[src/rtl/pwm_meter_if.sv]
// Register bus shared by the PWM generator/meter family:
// 8-bit address, write data, registered read data and a write strobe.
interface pwm_meter_if;
   logic [7:0] addr;
   logic [7:0] data_in;
   logic [7:0] data_out;
   logic       we;

   modport master (output addr, output data_in, output we, input data_out);
   modport slave  (input addr, input data_in, input we, output data_out);
endinterface

[src/rtl/pwm_meter.sv]
// Pulse-width meter: synchronises an external pulse line and measures the
// low-phase and high-phase durations in clk cycles.
// Results are read back as 32-bit values over the 8-bit register bus.
// Map (offset from BASE_ADDR):
//   +0 CTRL   : bit0 start, bit1 continuous, bit2 clear
//   +1 STATUS : bit0 valid, bit1 busy, bit2 overflow
//   +2..+5 LOW, +6..+9 HIGH (little-endian bytes)
module pwm_meter #(
   parameter logic [7:0]  BASE_ADDR   = 8'h50,
   parameter int unsigned SYNC_STAGES = 2,
   parameter logic [31:0] MAX_COUNT   = 32'hFFFF_FFFF
) (
   input  logic        clk,
   input  logic        res_n,
   pwm_meter_if.slave  bus,
   input  logic        in,
   output logic        valid,
   output logic        busy
);

   typedef enum logic [1:0] {
      ST_IDLE,
      ST_ARM,
      ST_LOW,
      ST_HIGH
   } state_t;

   state_t                 state_q, state_d;
   logic [SYNC_STAGES-1:0] sync_q;
   logic                   s, s_d;
   logic                   fall, rise;
   logic [31:0]            cnt_q, cnt_d;
   logic [31:0]            low_tmp_q, low_tmp_d;
   logic [31:0]            low_q, low_d;
   logic [31:0]            high_q, high_d;
   logic                   valid_q, valid_d;
   logic                   ovf_q, ovf_d;
   logic                   cont_q;
   logic [7:0]             off;
   logic                   mapped;
   logic                   ctrl_wr, start_w, clear_w;

   assign s    = sync_q[SYNC_STAGES-1];
   assign fall = s_d & ~s;
   assign rise = ~s_d & s;

   // Address decode; the map never wraps past 8'hFF, so the range test is exact.
   assign off     = bus.addr - BASE_ADDR;
   assign mapped  = (bus.addr >= BASE_ADDR) && (off <= 8'd9);
   assign ctrl_wr = bus.we && mapped && (off == 8'd0);
   assign start_w = ctrl_wr && bus.data_in[0];
   assign clear_w = ctrl_wr && bus.data_in[2];

   assign busy  = (state_q != ST_IDLE);
   assign valid = valid_q;

   // Input synchroniser plus one delay stage for edge detection.
   always_ff @(posedge clk or negedge res_n) begin
      if (!res_n) begin
         sync_q <= '0;
         s_d    <= 1'b0;
      end else begin
         sync_q <= {sync_q[SYNC_STAGES-2:0], in};
         s_d    <= s;
      end
   end

   // Continuous-mode bit; start and clear act as one-cycle strobes only.
   always_ff @(posedge clk or negedge res_n) begin
      if (!res_n) begin
         cont_q <= 1'b0;
      end else if (ctrl_wr) begin
         cont_q <= bus.data_in[1];
      end
   end

   // State, counters and result registers.
   always_ff @(posedge clk or negedge res_n) begin
      if (!res_n) begin
         state_q   <= ST_IDLE;
         cnt_q     <= '0;
         low_tmp_q <= '0;
         low_q     <= '0;
         high_q    <= '0;
         valid_q   <= 1'b0;
         ovf_q     <= 1'b0;
      end else begin
         state_q   <= state_d;
         cnt_q     <= cnt_d;
         low_tmp_q <= low_tmp_d;
         low_q     <= low_d;
         high_q    <= high_d;
         valid_q   <= valid_d;
         ovf_q     <= ovf_d;
      end
   end

   // Next-state logic; a terminating edge wins over saturation, and bus
   // commands (clear, then start) override whatever the FSM would do.
   always_comb begin
      state_d   = state_q;
      cnt_d     = cnt_q;
      low_tmp_d = low_tmp_q;
      low_d     = low_q;
      high_d    = high_q;
      valid_d   = valid_q;
      ovf_d     = ovf_q;
      case (state_q)
         ST_IDLE: begin
         end
         ST_ARM: begin
            if (fall) begin
               state_d = ST_LOW;
               cnt_d   = 32'd1;
            end
         end
         ST_LOW: begin
            if (rise) begin
               low_tmp_d = cnt_q;
               cnt_d     = 32'd1;
               state_d   = ST_HIGH;
            end else if (cnt_q == MAX_COUNT) begin
               ovf_d   = 1'b1;
               state_d = ST_IDLE;
            end else begin
               cnt_d = cnt_q + 32'd1;
            end
         end
         ST_HIGH: begin
            if (fall) begin
               low_d   = low_tmp_q;
               high_d  = cnt_q;
               valid_d = 1'b1;
               if (cont_q) begin
                  state_d = ST_LOW;
                  cnt_d   = 32'd1;
               end else begin
                  state_d = ST_IDLE;
               end
            end else if (cnt_q == MAX_COUNT) begin
               ovf_d   = 1'b1;
               state_d = ST_IDLE;
            end else begin
               cnt_d = cnt_q + 32'd1;
            end
         end
         default: state_d = ST_IDLE;
      endcase
      if (clear_w) begin
         valid_d = 1'b0;
         ovf_d   = 1'b0;
         low_d   = '0;
         high_d  = '0;
         state_d = ST_IDLE;
      end
      if (start_w) begin
         state_d = ST_ARM;
         cnt_d   = '0;
      end
   end

   // Registered read mux; unmapped addresses hold the previous value.
   always_ff @(posedge clk or negedge res_n) begin
      if (!res_n) begin
         bus.data_out <= '0;
      end else if (mapped) begin
         case (off)
            8'd0:    bus.data_out <= {6'b0, cont_q, 1'b0};
            8'd1:    bus.data_out <= {5'b0, ovf_q, busy, valid_q};
            8'd2:    bus.data_out <= low_q[7:0];
            8'd3:    bus.data_out <= low_q[15:8];
            8'd4:    bus.data_out <= low_q[23:16];
            8'd5:    bus.data_out <= low_q[31:24];
            8'd6:    bus.data_out <= high_q[7:0];
            8'd7:    bus.data_out <= high_q[15:8];
            8'd8:    bus.data_out <= high_q[23:16];
            8'd9:    bus.data_out <= high_q[31:24];
            default: bus.data_out <= bus.data_out;
         endcase
      end
   end

endmodule

[src/flat_wrapper.sv]
// flat-port wrapper written by rule: the top's interface ports become plain ports
module pwm_meter_flat 
#(
   parameter logic [7:0]  BASE_ADDR   = 8'h50,
   parameter int unsigned SYNC_STAGES = 2,
   parameter logic [31:0] MAX_COUNT   = 32'hFFFF_FFFF
)
  (clk, res_n, in, valid, busy, bus_addr, bus_data_in, bus_we, bus_data_out);
  pwm_meter_if bus_i ();
  input  logic clk;
  input  logic res_n;
  input  logic in;
  output logic valid;
  output logic busy;
  input wire logic [$bits(bus_i.addr)-1:0] bus_addr;
  input wire logic [$bits(bus_i.data_in)-1:0] bus_data_in;
  input wire logic [$bits(bus_i.we)-1:0] bus_we;
  output wire logic [$bits(bus_i.data_out)-1:0] bus_data_out;
  assign bus_i.addr = bus_addr;
  assign bus_i.data_in = bus_data_in;
  assign bus_i.we = bus_we;
  assign bus_data_out = bus_i.data_out;
  pwm_meter #(.BASE_ADDR(BASE_ADDR), .SYNC_STAGES(SYNC_STAGES), .MAX_COUNT(MAX_COUNT)) u_core (.clk(clk), .res_n(res_n), .bus(bus_i), .in(in), .valid(valid), .busy(busy));
endmodule
[config.mk]
export PLATFORM = sky130hd
export DESIGN_NAME = pwm_meter_flat
export DESIGN_NICKNAME = d
export VERILOG_FILES = /design/src/rtl/pwm_meter_if.sv /design/src/rtl/pwm_meter.sv /design/src/flat_wrapper.sv
export SDC_FILE = /design/constraint.sdc
export NUM_CORES = 1
export LEC_CHECK = 0
export BUFFER_PORTS_ARGS = -buffer_cell sky130_fd_sc_hd__buf_2
export CORE_ASPECT_RATIO = 0.7
export CORE_UTILIZATION = 45
export DETAILED_ROUTE_END_ITERATION = 12
export PLACE_DENSITY_LB_ADDON = 0.05
export SYNTH_ARGS = -nofsm -noshare
export SYNTH_HDL_FRONTEND = slang
export SYNTH_SLANG_ARGS = --single-unit
export TNS_END_PERCENT = 20
[constraint.sdc]
create_clock -name clk -period 2.1 [get_ports clk]
set_input_delay 0.315 -clock clk [delete_from_list [all_inputs] [get_ports clk]]
set_output_delay 0.315 -clock clk [all_outputs]
set_load 0.02 [all_outputs]
* Word-level counts from Yosys, hierarchy flattened *
Index checks and enable logic that the tools add are counted.

storage, ports and cells
  ROM bits = 0
  output and inout port bits = 10
  latch bits = 0
  input bits = 20
  RAM bits = 0
  flip-flop bits (word level) = 144
  memories = 0
  word-level logic and storage cells = 86

cells by class
  equality and inequality tests = 18
  bitwise operators = 4
  div/mod/pow operators = 0
  $mul = 0
  $lt $le $gt $ge = 2
  reduce and logical (&&, ||, !) cells = 19
  shift-type cells = 0
  mux-type cells = 30
  add/sub/neg operators = 2

operators by type and width
  operator                                                            count
  2-to-1 mux 32 bit                                                   12
  one-hot mux 32 bit (3 select lines)                                 1
  one-hot mux 8 bit (10 select lines)                                 1
  adder 32 x 1 -> 32 bit (second input constant)                      1
  equality test 32 bit (second input constant)                        1
  equality test 8 x 3 -> 1 bit (second input constant)                4
  equality test 8 x 2 -> 1 bit (second input constant)                2
  equality test 8 x 4 -> 1 bit (second input constant)                2
  2-to-1 mux 2 bit                                                    7
  nonzero test 10 bit                                                 1
  equality test 8 x 1 -> 1 bit (second input constant)                1
  greater-or-equal comparator 8 x 7 -> 1 bit (second input constant)  1
  less-or-equal comparator 8 x 4 -> 1 bit (second input constant)     1
  logical NOT 8 bit                                                   1
  AND reduction 2 bit                                                 4
  subtractor 8 x 7 -> 8 bit (second input constant)                   1
  2-to-1 mux 1 bit                                                    7
  != test 3 bit (second input constant)                               2
  one-hot mux 2 bit (3 select lines)                                  1
  AND reduction 3 bit                                                 2
  nonzero test 2 bit                                                  3
  logical AND 1 bit                                                   5
  nonzero test 5 bit                                                  1
  equality test 2 bit (second input constant)                         2
  other kinds (9)                                                     11

* Depth between registers and ports, before layout *
Gate-level depths: netlist (run 1).

  depth after elaboration = 8
  gate-level depth with buffers = 8
  gate-level depth less buffers = 6

* Least setup slack after synthesis (run 1) *
OpenSTA, ideal clock, no wires.

  path type = reg2reg
  from = reg u_core.cnt_q[9]
  to = reg u_core.cnt_q[28]
  arrival time = 2.045 ns
  library setup time = 0.069 ns
  buffers on the path = 1
  stages on the path, launching flop included = 7
  period minus slack after synthesis = 2.114 ns
  setup slack = -0.014 ns
  required time = 2.031 ns
  path through = dfrtp_1 > buf_4 > nand4_2 > or4_4 > or4_4 > or4_1 > nand3_1

between the ends
  longest elaborated chain between the ends = 5
  elaborated cells between the ends (all ways) = 7
  those cells by class = add/sub (1); eq/ne (1); mux (5)

RTL lines
  what                                                                   RTL line                            source
  start, declared                                                        pwm_meter.sv:32                     logic [31:0] cnt_q, cnt_d;
  start signal, assigned                                                 pwm_meter.sv:89                     cnt_q <= cnt_d;
  adder 32 x 1 -> 32 bit / equality test 32 bit (equally long branches)  --
  2-to-1 mux 32 bit *                                                    pwm_meter.sv:122, pwm_meter.sv:140
  2-to-1 mux 32 bit (on tied branches)                                   pwm_meter.sv:130, pwm_meter.sv:118
  one-hot mux 32 bit (3 select lines) *                                  pwm_meter.sv:108                    case (state_q)
  2-to-1 mux 32 bit *                                                    pwm_meter.sv:156                    if (start_w) begin

Mark *: on every way between the ends. The rest lies on a longest branch, timed or not.
A chain may end at the register's enable or synchronous reset.

* Worst setup path in the final report (run 1) *
  from = reg u_core.cnt_q[20]
  to = reg u_core.cnt_q[28]

The elaborated chain is that of the path after synthesis.

==> run summary, run 1 <==
Antenna fix cells: 0
Nets: 824
FMAX: 470.9 MHz
Die X: 150.8 µm
Tot GR Track Use: 25.42%
Drt pass-1 iters: 8
First-pass GRT wire length: 30670 µm
H-tree levels: 4
Post-synthesis sequential area ratio: 51.67%
Num CTS Buffers: 17
CTS tree: done
Worst Hold Class: primary input to flop
Syn Nets: 747
RSZ-0062 raised after global routing: true
Yosys synthesis warning count: 0
Fill cells: 1318
Core region area: 0.01491 mm²
Setup crit start kind: flop
Endpoints failing setup: 1
Final Power: 9.311 mW
Routability cong.: 0.8957
Setup WS post-layout: -0.02354 ns
Initial Utilization: 46.79%
Non-Filler Instances: 1011
Final WL: 19060 µm
Distinct cells, synth: 58
# DRC: 0
Clk sinks: 144
Dpl cell area: 0.007838 mm²
# IOs: 30
Skew-Pair Late Insertion Delay: 0.42 ns
Syn Std Cell Area: 0.006974 mm²
Die area: 0.01601 mm²
Top_reg_cell synth: dfrtp_1
CTS clk-pin slew, worst paths: 0.07 ns
Critical Path RT: 2.46 ns
Cell row count: 37
Vias in the first global route: 5678
Run status: finished with violations
Failing checks: setup timing
Max-slew headroom: 65.38%
Fin. Hold Viols: 0
Final instance area: 0.008522 mm²
Area growth syn-to-layout: 22.19%
#FFs+latches synth: 144
Post-synth EDFFs: 0
Max Slew Vio Count: 0
LEAKAGE: 3.860 nW
Leading area contributor after synthesis: dfrtp_1
Critical path type: flop to flop
Fraction of post-synthesis cell area in the top cell type by area: 51.67%
Worst Path Arrival: 2.49 ns
Tmin final: 2.124 ns
Cell total after placement: 976
Cell area power density: 1093 mW/mm²
Clk buf depth: 2
Global route total overflow: 0
Gate Count Post-Synth: 726
Detailed-route via count: 5941
Min Hold Slack: 0.1214 ns
Antenna violations before repair: 1
Max_cap viols: 0
Port Buf Inserts: 24
Worst vdd ir: 0.4679 mV
Critical path endpoint category: flop
Iter 0 DRT Violations: 461
Largest net degree at the start of global routing: 66
Final setup TNS: -0.02354 ns
Wire per inst: 18.85 µm
Die height: 106.2 µm
Synth top area cells: dfrtp_1 (52%), nand2_1 (8.8%), mux2_2 (6.9%), a21oi_1 (6.4%), clkbuf_1 (1.9%)
Slew @ Worst Pin: 0.5192 ns
Final ANT Viol Nets: 0
Syn Area/Cell: 9.606 µm²
Post-synth ARST share: 100.0%
Reg area: 0.003603 mm²
Clock root buffer: clkbuf_16
Via-to-Cell Ratio: 5.876
Final clock skew: 0.01032 ns
Multi-input logic area: 0.003192 mm²
HPWL after DPL: 13050 µm
Crit path max fanout: 3
Share of cells above drive strength 1: 25.49%
Fin crit share: 101.1%
final cells by class:
cell class                      instances  share of cell area, %
Clock inverter                         15                  2.188
Timing Repair Buffer                  109                  9.910
Clock buffer                           17                  4.992
Inverter                                7                 0.3083
Sequential cell                       144                  42.28
Multi-Input combinational cell        524                  37.45
Tap cell                              195                  2.863
power by group:
| group | total [mW] | switching, mW | internal [mW] |
|---|---|---|---|
| Combinational | 2.53 | 1.46 | 1.07 |
| Clock | 3.03 | 1.41 | 1.62 |
| Sequential | 3.75 | 0.363 | 3.39 |
metal layers:
metal  up-vias  share of wire [%]  GRT usage, %
met4         0                2.4         9.214
li1       2765                  -             -
met2       221                 44         37.35
met3        32                7.2         5.193
met1      2923                 46         36.98
met5         -                  0             0
through the flow:
stage | utilization [%] | setup slack (ns)
2_1_floorplan | - | 0.01075
3_3_place_gp | 52.58 | -0.03237
3_5_place_dp | 52.58 | -0.08860
4_1_cts | 56.87 | -0.01089
5_1_grt | 57.17 | -0.06344
6_report | 57.17 | -0.02354
registers in the layout, summed over array words and instances, names as in the netlist:
| register | flops |
|---|---|
| u_core.cnt_q | 32 |
| u_core.high_q | 32 |
| u_core.low_q | 32 |
| u_core.low_tmp_q | 32 |
| u_core.bus.data_out | 8 |
| u_core.state_q | 2 |
| u_core.sync_q | 2 |
| u_core.cont_q | 1 |
| u_core.ovf_q | 1 |
| u_core.s_d | 1 |
| u_core.valid | 1 |
synth_stat cells (all sizes together) (2+ instances only):
| cell | n |
|---|---|
| a21o | 2 |
| a21oi | 89 |
| a222oi | 4 |
| a22oi | 3 |
| a31oi | 9 |
| a32oi | 4 |
| and2 | 4 |
| and3 | 7 |
| and4 | 7 |
| buf | 15 |
| clkbuf | 36 |
| dfrtp | 144 |
| inv | 7 |
| mux2 | 43 |
| mux2i | 12 |
| mux4 | 2 |
| nand2 | 164 |
| nand2b | 6 |
| nand3 | 24 |
| nand4 | 16 |
| nor2 | 19 |
| nor2b | 3 |
| nor3 | 5 |
| nor3b | 3 |
| nor4 | 7 |
| o211ai | 17 |
| o21a | 2 |
| o21ai | 23 |
| o21bai | 2 |
| o31ai | 6 |
| or2 | 4 |
| or3 | 7 |
| or4 | 14 |
logic make-up after synthesis:
logic type                 synth area share (%)
buffers and inverters                     3.445
AOI/OAI and AO/OA                         14.84
muxes                                     9.311
DFF                                       51.67
and+or+nand+nor                           20.56
adders and majority gates                0.1794
worst max-delay path: stages, from the launching register on:
cell and delay, ns:
dfrtp_1 0.40, nand4_4 0.13, or4_4 0.56, or4_4 0.47
or4_1 0.41, nand3_1 0.09
timing repair:
item                       CTS  global route
hold buffers                 2             0
hold endpoints to repair    51             0
setup buffers                0             1
pin swaps                    1             0
gates resized for setup      1             9
setup endpoints to repair    1            20
final timing paths:
path                               endpoint  depth (start not counted)  slack [ns]        startpoint
max                        u_core.cnt_q[28]                          5       -0.02  u_core.cnt_q[20]
min                           u_core.cont_q                          2        0.12    bus_data_in[1]
max reg2reg                u_core.cnt_q[28]                          5       -0.02  u_core.cnt_q[20]
min reg2reg                u_core.sync_q[1]                          0        0.35  u_core.sync_q[0]
max in group asynchronous  u_core.low_q[31]                          3        1.00             res_n
min in group asynchronous  u_core.sync_q[0]                          2        0.40             res_n
placed cells by master (no fill, tap or decap), drive strengths merged, types with 4 or more instances in the layout:
| cell type | synthesis | routed |
|---|---|---|
| o211ai | 17 | 17 |
| nor2 | 19 | 19 |
| inv | 7 | 15 |
| nand3 | 24 | 24 |
| nor3 | 5 | 5 |
| mux2i | 12 | 12 |
| clkbuf | 36 | 17 |
| a21oi | 89 | 89 |
| nand4 | 16 | 16 |
| a31oi | 9 | 9 |
| o31ai | 6 | 6 |
| clkinv | 0 | 7 |
| or4 | 14 | 14 |
| dfrtp | 144 | 144 |
| or3 | 7 | 7 |
| nand2b | 6 | 6 |
| a222oi | 4 | 4 |
| o21ai | 23 | 23 |
| mux2 | 43 | 43 |
| nor4 | 7 | 7 |
| and4 | 7 | 7 |
| a32oi | 4 | 4 |
| and2 | 4 | 4 |
| nand2 | 164 | 164 |
| and3 | 7 | 7 |
| buf | 15 | 107 |
| or2 | 4 | 4 |
Note: power is estimated with default switching activity, not from simulation.
==> inputs of run 2 (changes only) <==
Settings changed: CORE_ASPECT_RATIO 0.7 to default.
==> run 2 against run 1 <==
The run now ends clean. Via count grew 0.57%. Maximum frequency grew 1.7%. Total power increased by 0.55%. Critical path depth did not move. Combinational power increased by 4%. Non-clock buffer count grew 8. Sequential cell count unchanged. Sequential power barely moved. Final area up 0.84%. Utilization shrank 0.43 points. Highest routed layer unchanged.
==> run summary, run 2 (synthesis gave the netlist of run 1 again) <==
Largest net degree at the start of global routing: 66
Max Slew Vio Count: 0
Antenna fix cells: 0
CTS tree: done
Critical path endpoint category: flop
Most common cell after layout, fill and taps aside: nand2_1
Critical-path top delay cell: or4_4
Die X: 126.5 µm
Slowest stage delay, CP: 0.54 ns
Cell row count: 45
Initial Utilization: 46.05%
Start of the worst register-to-register path: u_core.cnt_q[16]
HPWL after DPL: 13420 µm
Num CTS Buffers: 17
Max_cap viols: 0
Slew @ Worst Pin: 0.5820 ns
Global route total overflow: 0
Min Hold Slack: 0.1301 ns
Tmin final: 2.088 ns
CTS clk-pin slew, worst paths: 0.06 ns
Routability cong.: 0.8466
Port Buf Inserts: 24
Reg2reg path depth: 5
Fill cells: 1355
Critical Path RT: 2.46 ns
Final instance area: 0.008593 mm²
Dpl cell area: 0.007946 mm²
Die area: 0.01600 mm²
Cell mode on critical path: or4_4
Nets: 832
Iter 0 DRT Violations: 414
Final Power: 9.362 mW
Critical path type: flop to flop
Final ANT Viol Nets: 0
FMAX: 478.8 MHz
Worst vdd ir: 0.6244 mV
Cell area power density: 1090 mW/mm²
First-pass GRT wire length: 31420 µm
Crit path max fanout: 4
LEAKAGE: 3.880 nW
Tot GR Track Use: 25.86%
R2R setup slack: 0.01 ns
Critical R2R Capture: u_core.cnt_q[28]
Worst Hold Class: primary input to flop
Final setup TNS: 0 ns
Run status: finished clean
Pre-CTS WS: -0.1168 ns
Setup crit end: u_core.cnt_q[28]
# IOs: 30
Skew-Pair Late Insertion Delay: 0.43 ns
Via-to-Cell Ratio: 5.904
Cell total after placement: 978
Fin. Hold Viols: 0
Commonest non-fill, non-tap cells in the layout: nand2_1 (163), dfrtp_1 (144), a21oi_1 (89), buf_4 (81), mux2_2 (43)
Detailed-route via count: 5975
Endpoints failing setup: 0
Non-Filler Instances: 1012
Clk buf depth: 2
Share of cells above drive strength 1: 26.33%
Setup bufs post-CTS: 0
Critical path origin: u_core.cnt_q[16]
Area growth syn-to-layout: 23.21%
Antenna violations before repair: 0
Final clock skew: 0.01081 ns
Clock root buffer: clkbuf_16
Clk sinks: 144
Final WL: 19490 µm
Vias in the first global route: 5900
Wire per inst: 19.26 µm
Setup crit start kind: flop
H-tree levels: 4
Core region area: 0.01515 mm²
CP Cell Sequence: nand4_4 -> or4_4 -> or4_4 -> or4_1 -> nand3_1
Max-slew headroom: 61.16%
Fin crit share: 99.45%
# DRC: 0
RSZ-0062 raised after global routing: true
Worst Path Arrival: 2.45 ns
Setup WS post-layout: 0.01151 ns
Drt pass-1 iters: 5
Post-layout util: 56.74%
Die height: 126.5 µm
==> run 2: cell count changes in the layout (fill, tap and decap cells not counted), sizes merged <==
cell	before	now
clkbuf	17	19
bufinv	0	2
inv	15	7
buf	107	115
clkinvlp	0	4
==> run 2: layer usage <==
metal  up-vias  wire length [µm]  GRT usage, %
met3        23               729         4.766
met2       141              9278         42.05
met5         -                 0             0
met1      3025              9272         35.27
li1       2786                 -             -
met4         0               208         7.796
==> run 2: worst max-delay path, delay by kind of cell (launching register included) <==
kind	cells	cell delay (ns)
flip-flops	1	0.39
AND/OR/NAND/NOR	5	1.65
==> run 2: layout make-up <==
type / count / area (µm²) / area share, %
flip-flops and latches: 144 / 3603 / 41.93
multi-input cells: 524 / 3191 / 37.13
clock buffers: 19 / 442.9 / 5.154
inverters: 7 / 26.28 / 0.3058
well taps: 188 / 235.2 / 2.737
repair buffers: 117 / 954.7 / 11.11
clock inverters: 13 / 140.1 / 1.631
==> run 2: what timing repair did <==
| item | 4_1_cts | 5_1_grt |
|---|---|---|
| endpoints found under the setup margin | 7 | 14 |
| hold buffers | 2 | 0 |
| pin swaps | 0 | 2 |
| gates resized for setup | 3 | 7 |
| hold endpoints to repair | 45 | 0 |
==> run 2: where the power goes <==
group	leakage, nW	total (mW)	internal [mW]	switching, mW
clock	0.275	2.97	1.78	1.19
combinational	1.67	2.64	1.15	1.49
sequential	1.94	3.75	3.40	0.358
total	3.88	9.36	6.33	3.04
==> run 2: worst min-delay path by stage <==
stage / slack (ns) / cells past startpoint / start / endpoint
after floorplan: 0.02 / 0 / res_n / u_core.bus.data_out[0]
after global placement: 0.30 / 1 / res_n / u_core.low_q[25]
after detailed placement: 0.30 / 1 / res_n / u_core.low_q[17]
after CTS: 0.12 / 2 / bus_data_in[1] / u_core.cont_q
after global routing: 0.12 / 2 / bus_data_in[1] / u_core.cont_q
final: 0.13 / 2 / bus_data_in[1] / u_core.cont_q
